**config.mk**
```make
export PLATFORM = sky130hd
export DESIGN_NAME = glitch_burst_gen
export DESIGN_NICKNAME = d
export VERILOG_FILES = /design/src/rtl/glitch_pkg.sv /design/src/rtl/trig_sync.sv /design/src/rtl/glitch_burst_gen.sv
export SDC_FILE = /design/constraint.sdc
export NUM_CORES = 1
export LEC_CHECK = 0
export ABC_AREA = 1
export BUFFER_PORTS_ARGS = -buffer_cell sky130_fd_sc_hd__buf_2
export CAP_MARGIN = 30
export CELL_PAD_IN_SITES_DETAIL_PLACEMENT = 1
export CELL_PAD_IN_SITES_GLOBAL_PLACEMENT = 1
export CORE_ASPECT_RATIO = 0.7
export CORE_MARGIN = 2
export CORE_UTILIZATION = 43
export DETAILED_ROUTE_END_ITERATION = 8
export GPL_TIMING_DRIVEN = 1
export HOLD_SLACK_MARGIN = 0.15
export PLACE_DENSITY = 0.85
export SLEW_MARGIN = 30
export SYNTH_ARGS = -nofsm -noshare
export SYNTH_HDL_FRONTEND = slang
export SYNTH_SLANG_ARGS = --single-unit
```
**constraint.sdc**
```tcl
create_clock -name CLK -period 6.6 [get_ports CLK]
set_input_delay 1.32 -clock CLK [delete_from_list [all_inputs] [get_ports CLK]]
set_output_delay 1.32 -clock CLK [all_outputs]
set_load 0.005 [all_outputs]
```
**src/rtl/glitch_pkg.sv**
```systemverilog
// Shared types and power-on defaults for the glitch burst generator.
package glitch_pkg;

  typedef enum logic [2:0] {
    StIdle,
    StArmed,
    StDelay,
    StPulse,
    StGap,
    StDone
  } gb_state_e;

  // Defaults matching the old fixed DELAY_COUNT/PWIDTH_COUNT flow.
  localparam int unsigned DefDelay = 300;
  localparam int unsigned DefWidth = 300;
  localparam int unsigned DefGap   = 1;
  localparam int unsigned DefCount = 1;

endpackage

```
**src/rtl/trig_sync.sv**
```systemverilog
// Trigger synchroniser with selectable-polarity edge detector; edge_o is a registered
// one-cycle pulse.
module trig_sync #(
  parameter int unsigned SyncStages = 2
) (
  input  logic clk_i,
  input  logic rst_ni,
  input  logic trig_i,
  input  logic falling_i,
  output logic level_o,
  output logic edge_o
);

  logic [SyncStages-1:0] sync_q;
  logic                  prev_q;
  logic                  edge_q;

  always_ff @(posedge clk_i or negedge rst_ni) begin
    if (!rst_ni) begin
      sync_q <= '0;
      prev_q <= 1'b0;
      edge_q <= 1'b0;
    end else begin
      sync_q <= {sync_q[SyncStages-2:0], trig_i};
      prev_q <= sync_q[SyncStages-1];
      edge_q <= falling_i ? (prev_q & ~sync_q[SyncStages-1])
                          : (~prev_q & sync_q[SyncStages-1]);
    end
  end

  assign level_o = sync_q[SyncStages-1];
  assign edge_o  = edge_q;

endmodule

```
**src/rtl/glitch_burst_gen.sv**
```systemverilog
// Triggered glitch burst generator: after a qualified trigger edge and a programmable
// delay, emits 1..N pulses of programmable width and gap on the glitch pin.
module glitch_burst_gen
  import glitch_pkg::*;
#(
  parameter int unsigned CNT_W       = 32,
  parameter int unsigned NUM_W       = 8,
  parameter int unsigned SYNC_STAGES = 2
) (
  input  logic             CLK,
  input  logic             RESETB,
  input  logic             trigger,
  input  logic             arm,
  input  logic             abort,
  input  logic [CNT_W-1:0] cfg_delay,
  input  logic [CNT_W-1:0] cfg_width,
  input  logic [CNT_W-1:0] cfg_gap,
  input  logic [NUM_W-1:0] cfg_count,
  input  logic             cfg_falling,
  input  logic             cfg_invert,
  input  logic             cfg_auto,
  output logic             glitch,
  output logic             armed,
  output logic             delay_active,
  output logic             done,
  output logic [NUM_W-1:0] pulse_idx
);

  // Reset asserts asynchronously and releases synchronously to CLK.
  logic [1:0] rst_sync_q;
  logic       rst_n;

  always_ff @(posedge CLK or negedge RESETB) begin
    if (!RESETB) begin
      rst_sync_q <= 2'b00;
    end else begin
      rst_sync_q <= {rst_sync_q[0], 1'b1};
    end
  end

  assign rst_n = rst_sync_q[1];

  gb_state_e        state_q;
  logic [CNT_W-1:0] cnt_q;
  logic [CNT_W-1:0] delay_q;
  logic [CNT_W-1:0] width_m1_q;
  logic [CNT_W-1:0] gap_m1_q;
  logic [NUM_W-1:0] count_m1_q;
  logic             falling_q;
  logic             invert_q;
  logic             auto_q;
  logic             glitch_q;
  logic             armed_q;
  logic             delay_active_q;
  logic             done_q;
  logic [NUM_W-1:0] idx_q;

  logic trig_level;
  logic trig_edge;
  logic falling_sel;
  logic invert_sel;

  // Polarity and inversion follow the live inputs only while idle.
  assign falling_sel = (state_q == StIdle) ? cfg_falling : falling_q;
  assign invert_sel  = (state_q == StIdle) ? cfg_invert  : invert_q;

  trig_sync #(
    .SyncStages(SYNC_STAGES)
  ) u_trig_sync (
    .clk_i    (CLK),
    .rst_ni   (rst_n),
    .trig_i   (trigger),
    .falling_i(falling_sel),
    .level_o  (trig_level),
    .edge_o   (trig_edge)
  );

  always_ff @(posedge CLK or negedge rst_n) begin
    if (!rst_n) begin
      state_q        <= StIdle;
      cnt_q          <= '0;
      delay_q        <= '0;
      width_m1_q     <= '0;
      gap_m1_q       <= '0;
      count_m1_q     <= '0;
      falling_q      <= 1'b0;
      invert_q       <= 1'b0;
      auto_q         <= 1'b0;
      glitch_q       <= 1'b0;
      armed_q        <= 1'b0;
      delay_active_q <= 1'b0;
      done_q         <= 1'b0;
      idx_q          <= '0;
    end else if (abort) begin
      state_q        <= StIdle;
      cnt_q          <= '0;
      glitch_q       <= 1'b0;
      armed_q        <= 1'b0;
      delay_active_q <= 1'b0;
      done_q         <= 1'b0;
      idx_q          <= '0;
    end else begin
      unique case (state_q)
        StIdle: begin
          if (arm) begin
            // Zero width/gap/count behave as one; store them minus one for equality tests.
            delay_q    <= cfg_delay;
            width_m1_q <= (cfg_width == '0) ? '0 : cfg_width - CNT_W'(1);
            gap_m1_q   <= (cfg_gap == '0) ? '0 : cfg_gap - CNT_W'(1);
            count_m1_q <= (cfg_count == '0) ? '0 : cfg_count - NUM_W'(1);
            falling_q  <= cfg_falling;
            invert_q   <= cfg_invert;
            auto_q     <= cfg_auto;
            idx_q      <= '0;
            armed_q    <= 1'b1;
            state_q    <= StArmed;
          end
        end
        StArmed: begin
          if (trig_edge) begin
            armed_q <= 1'b0;
            cnt_q   <= '0;
            if (delay_q == '0) begin
              glitch_q <= 1'b1;
              state_q  <= StPulse;
            end else begin
              delay_active_q <= 1'b1;
              state_q        <= StDelay;
            end
          end
        end
        StDelay: begin
          if (cnt_q == delay_q - CNT_W'(1)) begin
            cnt_q          <= '0;
            delay_active_q <= 1'b0;
            glitch_q       <= 1'b1;
            state_q        <= StPulse;
          end else begin
            cnt_q <= cnt_q + CNT_W'(1);
          end
        end
        StPulse: begin
          if (cnt_q == width_m1_q) begin
            cnt_q    <= '0;
            glitch_q <= 1'b0;
            idx_q    <= idx_q + NUM_W'(1);
            if (idx_q == count_m1_q) begin
              done_q  <= 1'b1;
              state_q <= StDone;
            end else begin
              state_q <= StGap;
            end
          end else begin
            cnt_q <= cnt_q + CNT_W'(1);
          end
        end
        StGap: begin
          if (cnt_q == gap_m1_q) begin
            cnt_q    <= '0;
            glitch_q <= 1'b1;
            state_q  <= StPulse;
          end else begin
            cnt_q <= cnt_q + CNT_W'(1);
          end
        end
        StDone: begin
          // Inactive level equals the selected edge polarity bit.
          if (trig_level == falling_q) begin
            done_q <= 1'b0;
            idx_q  <= '0;
            if (auto_q) begin
              armed_q <= 1'b1;
              state_q <= StArmed;
            end else begin
              state_q <= StIdle;
            end
          end
        end
        default: state_q <= StIdle;
      endcase
    end
  end

  // Inversion is constant outside idle, so the XOR cannot glitch mid-burst.
  assign glitch       = glitch_q ^ invert_sel;
  assign armed        = armed_q;
  assign delay_active = delay_active_q;
  assign done         = done_q;
  assign pulse_idx    = idx_q;

endmodule
```
==> results.py, run 1 <==
metrics = {
    "synth": {
        "synth_async_sr_flop_share": 1.00,
        "synthesis.area_mm2": 0.0111,
        "synth_enable_flop_cells": 0,
        "synth.ff_latch_count": 160,
        "synthTopCellsByCount": "451 x sky130_fd_sc_hd__nand2_1, 228 x sky130_fd_sc_hd__inv_1, 185 x sky130_fd_sc_hd__nor2_1",
        "synth_top_family_by_area": "simple AND/OR/NAND/NOR gates",
        "synth.yosys.seq_area_share": 0.362,
        "synthMostInstantiatedCell": "sky130_fd_sc_hd__nand2_1",
        "post_synthesis_xor_xnor_area_fraction": 0.0878,
        "post_synth_inst_count": 1617,
        "synth-simple-area-share": 0.348,
        "yosys-top-cells-area": "sky130_fd_sc_hd__dfrtp_1 36%, sky130_fd_sc_hd__nand2_1 15%, sky130_fd_sc_hd__inv_1 7.7%",
        "synth_compound_area_frac": 0.0903,
        "syn-mean-instance-area_um2": 6.84,
        "number_of_distinct_library_cell_variants_in_the_gate_level_netlist_after_synthesis": 49,
        "synth.yosys.warnings": 0,
        "synth-adder-area-share": 0.00678,
        "muxShareOfSynthArea": 0,
        "synth_flop_cell": "sky130_fd_sc_hd__dfrtp_1",
        "synthDominantAreaCellType": "sky130_fd_sc_hd__dfrtp_1",
        "synth_top_area_frac": 0.362,
        "mappedNetlistNets": 1735,
    },
    "floorplanning": {
        "die_area_mm2": 0.0271,
        "ios": 124,
        "die_x_um": 196,
        "core_area_mm2": 0.0255,
        "floorplan.rows": 49,
        "fp.dieH_um": 138,
        "starting_utilization_of_the_core_area": 0.434,
    },
    "global_routing": {
        "grt_first_pass_wirelength_um": 60000,
        "grt_pass1_vias": 11500,
        "track_usage": 0.280,
        "grt_start_max_net_pins": 83,
        "grt_overflow_total": 0,
        "grt_antenna_before_repair": 0,
    },
    "worst_setup_path": {
        "reg2reg_setup_slack_ns": 3.52,
        "worst-path-max-fanout": 29,
        "timing_worst_setup_path_type": "input port to flip-flop",
        "crit_path_start_kind": "input port",
        "arrival_ns": 3.68,
        "critPathCaptureType": "flip-flop",
        "worst_r2r_endpoint": "count_m1_q[2]",
        "r2r_start": "state_q[1]",
        "worst-r2r-cell-count": 9,
        "worstPathRequired_ns": 6.88,
        "crit_start": "cfg_width[0]",
    },
    "timing": {
        "layout_min_cycle_time_ns": 3.40,
        "hold-worst-slack_ns": 0.257,
        "maxSlewHeadroom": 0.392,
        "rsz0062_at_grt": "no",
        "timing_worst_slew_pin_value_ns": 0.903,
        "min_period_over_period": 0.515,
        "setup_total_negative_slack_ns": 0,
        "finClkSkew_ns": 0.0138,
        "achievable-frequency_mhz": 294,
        "timing_hold_violations_final": 0,
        "setup-violations-final": 0,
        "final_max_slew_viol_count": 0,
    },
    "clock_network": {
        "clock_insertion_delay_worst_skew_ns": 0.44,
        "cts.repair.resized": 0,
        "cts_tree": "yes",
        "post_cts_hold_buffer_count": 0,
        "path_clk_slew_ns": 0.07,
        "tritoncts_num_sinks": 160,
        "cts.path.max_buffers": 2,
        "post-cts-setup-buffer-count": 0,
        "cts-buffers-inserted": 17,
        "clk_root_buffer_cell": "sky130_fd_sc_hd__clkbuf_16",
        "cts_max_level": 4,
    },
    "finish": {
        "nets": 1830,
        "layout-drive-gt1-share": 0.126,
        "num_antenna_cells": 0,
        "area_growth_syn_to_fin_pct": 12.8,
        "layout.core_utilization": 0.489,
    },
    "outcome": {
        "outcome": "complete, no violations",
    },
    "route": {
        "routed_wl_um": 37300,
        "detail_route.first_pass.iterations": 5,
        "dr.first_iter.drc_count": 663,
        "detail_route.vias_per_cell": 5.41,
        "detail_route.drc_violations": 0,
        "antenna_violating_nets_post_route": 0,
        "wl_per_cell_um": 18.1,
        "via_count": 11100,
    },
    "place": {
        "buffer_ports.inserted": 123,
        "estimated_wirelength_of_the_detail_placed_design_um": 28500,
        "gp_congestion": 0.885,
    },
    "pwr": {
        "pwr_density_cell_mw_per_mm2": 358,
        "vdd_drop_max_mv": 0.147,
        "power_w": 0.00447,
        "power.leakage_nw": 5.97,
    },
    "run": {
        "maxCapViolCount": 0,
    },
    "worst_hold_path": {
        "hold_class": "flip-flop to async pin",
    },
}
cells by family after synthesis:
family,after synthesis
and+or+nand+nor,877
xor gates and xnor gates,111
other,1
adders and majority gates,6
DFF,160
AOI/OAI and AO/OA,173
buffers and inverters,289
flip-flops by register name (all words and copies together), names as in the netlist:
signal / count
armed: 1
auto_q: 1
cnt_q: 32
count_m1_q: 8
delay_active: 1
delay_q: 32
done: 1
falling_q: 1
gap_m1_q: 32
glitch_q: 1
invert_q: 1
pulse_idx: 8
rst_sync_q: 2
state_q: 3
u_trig_sync.edge_o: 1
u_trig_sync.prev_q: 1
u_trig_sync.sync_q: 2
width_m1_q: 32
cell usage in the layout (no fill, tap or decap), drive strengths merged, types with 2 or more instances in the layout:
cell type / n
nand2: 460
inv: 241
nor2: 205
dfrtp: 160
buf: 129
nand3: 90
o21ai: 78
xor2: 74
o22ai: 66
nand4: 58
xnor2: 37
nor3: 35
clkbuf: 19
a21oi: 16
nand3b: 10
nor4: 8
ha: 6
or2: 6
clkinv: 5
o31ai: 4
and2: 2
a22o: 2
nor3b: 2
bufinv: 2
how the worst max path moves through the flow:
| stage | end | slack, ns | cells past startpoint |
|---|---|---|---|
| after detailed placement | width_m1_q[15] | 2.82 | 12 |
| after CTS | width_m1_q[30] | 3.21 | 12 |
| final | width_m1_q[23] | 3.20 | 12 |
| after global placement | width_m1_q[26] | 3.01 | 12 |
| after floorplan | armed | 1.81 | 0 |
| after global routing | width_m1_q[23] | 2.98 | 12 |
area by class of cell:
type                       count  area, µm²
tap                          331        414
inverter                     236        886
clock buffer                  19        453
multi-input combinational   1168       5910
sequential                   160       4010
clock inverter                13        150
timing repair buffer         129        661
fill                        3399      13000
critical path, stage by stage:
cell and delay (ns):
sky130_fd_sc_hd__buf_2 0.13, sky130_fd_sc_hd__inv_1 0.08, sky130_fd_sc_hd__ha_1 0.24, sky130_fd_sc_hd__nand2_1 0.11, sky130_fd_sc_hd__nor2_1 0.29, sky130_fd_sc_hd__inv_1 0.11
sky130_fd_sc_hd__nor2_1 0.18, sky130_fd_sc_hd__nand4_1 0.14, sky130_fd_sc_hd__nor2_1 0.23, sky130_fd_sc_hd__a21oi_2 0.13, sky130_fd_sc_hd__inv_2 0.48, sky130_fd_sc_hd__o22ai_1 0.22
metal layers:
metal	global-route usage	wire, µm	up-vias
met5	0	0	-
met4	0.0518	375	0
met1	0.410	18300	5432
met3	0.0510	2240	37
li1	-	-	5340
met2	0.436	16400	305
metrics by stage:
step                      cell area, µm²  setup slack [ns]  std cells
after floorplan                    11100              1.81       1617
after global placement             11900              3.01       2024
after detailed placement           11900              2.82       2024
after CTS                          12500              3.21       2056
after global routing               12500              2.98       2056
final                              12500              3.20       2056
power by group:
group,total (W),switching (W),internal (W)
combinational,0.00179,0.00116,0.000624
clock,0.00104,0.000458,0.000586
sequential,0.00164,0.000312,0.00133
Power figures use the tool's default switching activity.
==> run 2, diff against run 1 <==
==> constraint.sdc (replaced) <==
create_clock -name CLK -period 3.3 [get_ports CLK]
set_input_delay 0.66 -clock CLK [delete_from_list [all_inputs] [get_ports CLK]]
set_output_delay 0.66 -clock CLK [all_outputs]
set_load 0.005 [all_outputs]
==> run 2 against run 1 <==
  * Via count increased by 0.33%
  * Final cell count increased by 0.34%
  * First-iteration DRC count increased by 17%
  * Utilization increased by 0.30 points
  * Critical path depth increased by 3
  * Count of clock-buffer cells in the layout decreased by 1
  * Non-clock buffer count increased by 7
  * Highest routed layer unchanged
==> results.py, run 2 (synthesized netlist as in run 1, its figures left out) <==
metrics = {
    "global_routing": {
        "grt_first_pass_wirelength_um": 60700,
        "grt_overflow_total": 0,
        "grt_pass1_vias": 11600,
        "track_usage": 0.283,
        "grt_antenna_before_repair": 0,
        "grt_start_max_net_pins": 120,
    },
    "finish": {
        "commonest_non_fill_non_tap_cell_in_the_layout": "sky130_fd_sc_hd__nand2_1",
        "layout-drive-gt1-share": 0.128,
        "footprint_of_the_flip_flops_and_latches_mm2": 0.00401,
        "num_antenna_cells": 0,
        "nets": 1837,
        "multi_input_comb_area_mm2": 0.00591,
        "area_growth_syn_to_fin_pct": 13.5,
        "final.fill_count": 3361,
        "most-common-layout-cells": "451 x sky130_fd_sc_hd__nand2_1, 228 x sky130_fd_sc_hd__inv_1, 185 x sky130_fd_sc_hd__nor2_1, 159 x sky130_fd_sc_hd__dfrtp_1, 123 x sky130_fd_sc_hd__buf_2",
    },
    "timing": {
        "setup-violations-final": 0,
        "layout_min_cycle_time_ns": 2.67,
        "achievable-frequency_mhz": 374,
        "setup_total_negative_slack_ns": 0,
        "rsz0062_at_grt": "no",
        "final_max_slew_viol_count": 0,
        "min_period_over_period": 0.810,
        "hold-worst-slack_ns": 0.268,
        "timing_worst_slew_pin_value_ns": 0.613,
        "finClkSkew_ns": 0.0236,
        "timing_hold_violations_final": 0,
        "maxSlewHeadroom": 0.589,
    },
    "worst_setup_path": {
        "critical_path.slowest_cell": "sky130_fd_sc_hd__dfrtp_1",
        "worst-path-max-fanout": 32,
        "arrival_ns": 2.97,
        "crit_path_start_kind": "flip-flop",
        "path_common_cell": "sky130_fd_sc_hd__nand2_1",
        "crit_path_cell_trace": "inv_1 > ha_1 > nand2_2 > nor2_8 > nand2_1 > nor2_1 > nand2_1 > nand2_1 > nand4_1 > nor2_1 > nand3_2 > nand2_2 > nand2_4 > nand3_1 > o21ai_1",
        "worstPathRequired_ns": 3.60,
        "crit_path_max_incr_delay_ns": 0.39,
        "timing_worst_setup_path_type": "flip-flop to flip-flop",
        "critical-path-top-delay-family": "simple AND/OR/NAND/NOR gates",
        "critPathCaptureType": "flip-flop",
        "critical_path_buf_inv_count": 1,
    },
    "route": {
        "antenna_violating_nets_post_route": 0,
        "detail_route.drc_violations": 0,
        "routed_wl_um": 37200,
        "dr.first_iter.drc_count": 773,
        "wl_per_cell_um": 18.0,
        "detail_route.first_pass.iterations": 6,
        "detail_route.vias_per_cell": 5.41,
        "via_count": 11200,
    },
    "pwr": {
        "netSwitchingFraction": 0.446,
        "power.leakage_nw": 6.01,
        "power.share.sequential": 0.369,
        "vdd_drop_max_mv": 0.375,
        "pwr_density_cell_mw_per_mm2": 710,
        "netSwitchingPower_w": 0.00397,
        "internal-power_w": 0.00495,
        "clockPowerShare": 0.223,
        "proportion_of_power_drawn_by_combinational_gates": 0.408,
    },
    "run": {
        "maxCapViolCount": 0,
    },
    "floorplanning": {
        "ios": 124,
        "die_x_um": 196,
        "starting_utilization_of_the_core_area": 0.434,
        "fp.dieH_um": 138,
        "core_area_mm2": 0.0255,
        "floorplan.rows": 49,
        "die_area_mm2": 0.0271,
    },
    "place": {
        "gp_congestion": 0.882,
        "buffer_ports.inserted": 123,
        "estimated_wirelength_of_the_detail_placed_design_um": 29100,
    },
    "clock_network": {
        "path_clk_slew_ns": 0.07,
        "cts.path.max_buffers": 2,
        "clk_root_buffer_cell": "sky130_fd_sc_hd__clkbuf_16",
        "clock_insertion_delay_worst_skew_ns": 0.45,
        "cts-buffers-inserted": 17,
        "cts_tree": "yes",
        "cts_max_level": 4,
        "tritoncts_num_sinks": 160,
    },
    "outcome": {
        "outcome": "complete, no violations",
    },
    "worst_hold_path": {
        "hold_class": "flip-flop to async pin",
    },
}
==> run 2: power by group through the flow <==
stage / logic [W] / clock network [W] / registers, W
after global placement: 0.00336 / 0 / 0.00325
final: 0.00364 / 0.00199 / 0.00329
after floorplan: 0.00266 / 0 / 0.00311
after global routing: 0.00410 / 0.00210 / 0.00339
after CTS: 0.00363 / 0.00202 / 0.00328
after detailed placement: 0.00358 / 0 / 0.00330
==> run 2: metal layers <==
metal	GRT usage	share of wire
met4	0.0650	0.016
met5	0	0
met1	0.416	0.49
met3	0.0412	0.050
met2	0.440	0.44
==> run 2: per-stage QoR <==
| step | area [µm²] | util | cells | setup WS [ns] | power, W |
|---|---|---|---|---|---|
| floorplan | 11100 | - | 1617 | 0.651 | 0.00577 |
| global placement | 12000 | 0.469 | 2030 | 0.635 | 0.00661 |
| detailed placement | 12000 | 0.469 | 2030 | 0.545 | 0.00689 |
| CTS | 12600 | 0.492 | 2063 | 0.618 | 0.00893 |
| global route | 12600 | 0.492 | 2063 | 0.381 | 0.00959 |
| finish | 12600 | 0.492 | 2063 | 0.629 | 0.00892 |
==> run 2: worst paths after layout <==
check                                        end  slack [ns]  cells past startpoint     startpoint
setup / recovery                       cnt_q[14]        0.63                     15     delay_q[0]
hold / removal                        delay_q[1]        0.27                      0  rst_sync_q[1]
setup reg to reg                       cnt_q[14]        0.63                     15     delay_q[0]
hold reg to reg                       delay_q[1]        0.27                      0  rst_sync_q[1]
max in group asynchronous            delay_q[19]        2.22                      1  rst_sync_q[1]
min in group CLK           u_trig_sync.sync_q[0]        0.33                      1        trigger
==> run 2: timing repair <==
action | in CTS | in global routing
gates resized for setup | 0 | 0
hold buffers | 1 | 0
hold endpoints to repair | 2 | 0
buffers inserted | 0 | 0
==> run 2: final cells by class <==
class / instances / share of cell area
Clock buffer: 18 / 0.0342
Sequential cell: 160 / 0.319
Tap cell: 331 / 0.0330
Inverter: 236 / 0.0705
Clock inverter: 14 / 0.0126
Multi-Input combinational cell: 1168 / 0.471
Timing Repair Buffer: 136 / 0.0600
==> run 3, diff against run 2 <==
--- a/config.mk
+++ b/config.mk
@@ -12,11 +12,11 @@
 export CELL_PAD_IN_SITES_GLOBAL_PLACEMENT = 1
 export CORE_ASPECT_RATIO = 0.7
 export CORE_MARGIN = 2
-export CORE_UTILIZATION = 43
+export CORE_UTILIZATION = 39
 export DETAILED_ROUTE_END_ITERATION = 8
 export GPL_TIMING_DRIVEN = 1
 export HOLD_SLACK_MARGIN = 0.15
-export PLACE_DENSITY = 0.85
+export PLACE_DENSITY = 0.82
 export SLEW_MARGIN = 30
 export SYNTH_ARGS = -nofsm -noshare
 export SYNTH_HDL_FRONTEND = slang
==> constraint.sdc (replaced) <==
create_clock -name CLK -period 2.3 [get_ports CLK]
set_input_delay 0.46 -clock CLK [delete_from_list [all_inputs] [get_ports CLK]]
set_output_delay 0.46 -clock CLK [all_outputs]
set_load 0.005 [all_outputs]
==> run 3 against run 2 <==
  * The flow now finishes with violations (setup timing)
  * Critical path depth is 1 higher
  * Clock skew fell by 0.0062 ns
  * Flip-flop and latch count is the same
  * Final area increased by 13%
  * First-iteration DRC count rose by 14%
  * Sequential share of layout area shrank 3.5 points
  * Final cell count is 8.1% higher
  * Die area up 10%
  * Utilization up 1.5 points
  * Total power is 64% higher
  * Count of clock-buffer cells in the layout decreased by 1
==> results.py, run 3 (synthesized netlist as in run 1, its figures left out) <==
metrics = {
    "outcome": {
        "outcome": "finished, violations left",
        "violations_in_the_final_reports": "setup timing",
    },
    "global_routing": {
        "grt_pass1_vias": 12200,
        "grt_antenna_before_repair": 0,
        "grt_overflow_total": 0,
        "grt_first_pass_wirelength_um": 65400,
        "grt_start_max_net_pins": 48,
        "track_usage": 0.279,
    },
    "finish": {
        "num_antenna_cells": 0,
        "footprint_of_the_flip_flops_and_latches_mm2": 0.00402,
        "most-common-layout-cells": "442 x sky130_fd_sc_hd__nand2_1, 224 x sky130_fd_sc_hd__inv_1, 161 x sky130_fd_sc_hd__nor2_1, 147 x sky130_fd_sc_hd__dfrtp_1, 125 x sky130_fd_sc_hd__buf_4",
        "final.fill_count": 3566,
        "stdcell_count": 2230,
        "layout.core_utilization": 0.507,
        "commonest_non_fill_non_tap_cell_in_the_layout": "sky130_fd_sc_hd__nand2_1",
        "nets": 1964,
        "area_growth_syn_to_fin_pct": 27.8,
        "layout-drive-gt1-share": 0.229,
        "multi_input_comb_area_mm2": 0.00633,
    },
    "clock_network": {
        "path_clk_slew_ns": 0.07,
        "clock_insertion_delay_worst_skew_ns": 0.46,
        "cts-buffers-inserted": 17,
        "clk_root_buffer_cell": "sky130_fd_sc_hd__clkbuf_16",
        "cts_max_level": 4,
        "cts_tree": "yes",
        "tritoncts_num_sinks": 160,
        "cts.path.max_buffers": 2,
    },
    "timing": {
        "final.setup.worst_slack_ns": -0.101,
        "setup-violations-final": 35,
        "layout_min_cycle_time_ns": 2.40,
        "timing_hold_violations_final": 0,
        "setup_total_negative_slack_ns": -2.30,
        "timing_worst_slew_pin_value_ns": 0.610,
        "final_max_slew_viol_count": 0,
        "finClkSkew_ns": 0.0174,
        "min_period_over_period": 1.04,
        "achievable-frequency_mhz": 416,
        "maxSlewHeadroom": 0.591,
        "hold-worst-slack_ns": 0.212,
        "rsz0062_at_grt": "yes",
    },
    "worst_setup_path": {
        "r2r_start": "delay_q[0]",
        "critical-path-top-delay-family": "simple AND/OR/NAND/NOR gates",
        "critical_path_buf_inv_count": 3,
        "crit_path_cell_trace": "inv_2 > buf_4 > nand2_2 > buf_4 > o21ai_0 > nand2_1 > nor2_2 > nand2_1 > nor2_1 > nand2_1 > nor2_2 > nand3_4 > nand2_8 > nand2_8 > nand3_4 > o21ai_2",
        "critical_path.slowest_cell": "sky130_fd_sc_hd__dfrtp_1",
        "crit_start": "delay_q[0]",
        "arrival_ns": 2.71,
        "worst-path-max-fanout": 8,
        "path_common_cell": "sky130_fd_sc_hd__nand2_1",
        "crit_path_start_kind": "flip-flop",
        "timing_worst_setup_path_type": "flip-flop to flip-flop",
        "worstPathRequired_ns": 2.61,
        "critPathCaptureType": "flip-flop",
        "crit_path_max_incr_delay_ns": 0.39,
    },
    "place": {
        "gp_congestion": 0.932,
        "buffer_ports.inserted": 123,
        "estimated_wirelength_of_the_detail_placed_design_um": 30900,
        "placedCellCount": 2178,
    },
    "pwr": {
        "vdd_drop_max_mv": 0.533,
        "power.leakage_nw": 6.78,
        "power_w": 0.0146,
        "pwr_density_cell_mw_per_mm2": 1040,
    },
    "route": {
        "antenna_violating_nets_post_route": 0,
        "detail_route.drc_violations": 0,
        "wl_per_cell_um": 18.5,
        "routed_wl_um": 41200,
        "detail_route.first_pass.iterations": 7,
        "dr.first_iter.drc_count": 882,
        "detail_route.vias_per_cell": 5.36,
        "via_count": 12000,
    },
    "floorplanning": {
        "floorplan.rows": 51,
        "starting_utilization_of_the_core_area": 0.397,
        "core_area_mm2": 0.0279,
        "die_x_um": 205,
        "fp.dieH_um": 145,
        "ios": 124,
        "die_area_mm2": 0.0298,
    },
    "run": {
        "maxCapViolCount": 0,
    },
    "worst_hold_path": {
        "timing.hold.worst.start": "cfg_count[0]",
        "hold_class": "input port to flip-flop",
    },
}
run 3: changes by cell type in the layout (fill, tap and decap cells not counted), moves of 8 or more:
cell,previous run,this run
sky130_fd_sc_hd__dfrtp_2,0,12
sky130_fd_sc_hd__nand3_1,85,68
sky130_fd_sc_hd__nand3_2,5,18
sky130_fd_sc_hd__dfrtp_1,159,147
sky130_fd_sc_hd__o21ai_2,3,11
sky130_fd_sc_hd__nor2_1,185,161
sky130_fd_sc_hd__buf_4,9,125
sky130_fd_sc_hd__nor2_4,4,14
sky130_fd_sc_hd__nor2_2,15,29
sky130_fd_sc_hd__nand2_1,451,442
run 3: routing by layer:
metal | global-route usage | part of all wire | vias to the layer above | wire, µm
met3 | 0.0490 | 0.058 | 53 | 2410
met1 | 0.415 | 0.49 | 5918 | 20100
met4 | 0.0676 | 0.015 | 0 | 617
met5 | 0 | 0 | - | 0
li1 | - | - | 5608 | -
met2 | 0.417 | 0.44 | 380 | 18100
run 3: repair_timing:
action	CTS	global route
endpoints found under the hold margin	3	0
buffers inserted	9	6
resized for setup	51	60
setup endpoints to repair	39	48
gates cloned	3	0
hold buffers	2	0
pin swaps	13	27
run 3: path summary, 6_finish.rpt:
| path | depth (start not counted) | slack, ns | end |
|---|---|---|---|
| min | 2 | 0.21 | count_m1_q[0] |
| max | 16 | -0.10 | cnt_q[19] |
| max in group asynchronous | 1 | 1.33 | width_m1_q[31] |
| min reg2reg | 0 | 0.30 | cnt_q[7] |
| min in group asynchronous | 0 | 0.30 | cnt_q[7] |
| max reg2reg | 16 | -0.10 | cnt_q[19] |
run 3: area by class of cell:
| cell class | count | share of cell area |
|---|---|---|
| Clock buffer | 17 | 0.0301 |
| Clock inverter | 15 | 0.0175 |
| Inverter | 236 | 0.0630 |
| Multi-Input combinational cell | 1171 | 0.447 |
| Sequential cell | 160 | 0.284 |
| Tap cell | 371 | 0.0328 |
| Timing Repair Buffer | 260 | 0.125 |
run 3: per-stage QoR:
| stage | setup WS (ns) | area (µm²) |
|---|---|---|
| after floorplan | 0.223 | 11100 |
| after global placement | -0.130 | 12900 |
| after detailed placement | -0.307 | 12900 |
| after CTS | -0.0285 | 13900 |
| after global routing | -0.226 | 14100 |
| final | -0.101 | 14100 |
run 3: power breakdown:
| group | total (W) | switching, W | internal [W] |
|---|---|---|---|
| combinational | 0.00654 | 0.00403 | 0.00251 |
| sequential | 0.00476 | 0.000934 | 0.00383 |
| clock | 0.00335 | 0.00138 | 0.00197 |
| total | 0.0146 | 0.00634 | 0.00830 |
run 3: worst reg2reg max path, stage by stage (launching register included):
cell                      delay (ns)
sky130_fd_sc_hd__dfrtp_1        0.39
sky130_fd_sc_hd__inv_2          0.10
sky130_fd_sc_hd__buf_4          0.12
sky130_fd_sc_hd__nand2_2        0.08
sky130_fd_sc_hd__buf_4          0.16
sky130_fd_sc_hd__o21ai_0        0.17
sky130_fd_sc_hd__nand2_1        0.10
sky130_fd_sc_hd__nor2_2         0.12
sky130_fd_sc_hd__nand2_1        0.08
sky130_fd_sc_hd__nor2_1         0.13
sky130_fd_sc_hd__nand2_1        0.08
sky130_fd_sc_hd__nor2_2         0.15
sky130_fd_sc_hd__nand3_4        0.13
sky130_fd_sc_hd__nand2_8        0.17
sky130_fd_sc_hd__nand2_8        0.13
sky130_fd_sc_hd__nand3_4        0.09
sky130_fd_sc_hd__o21ai_2        0.07
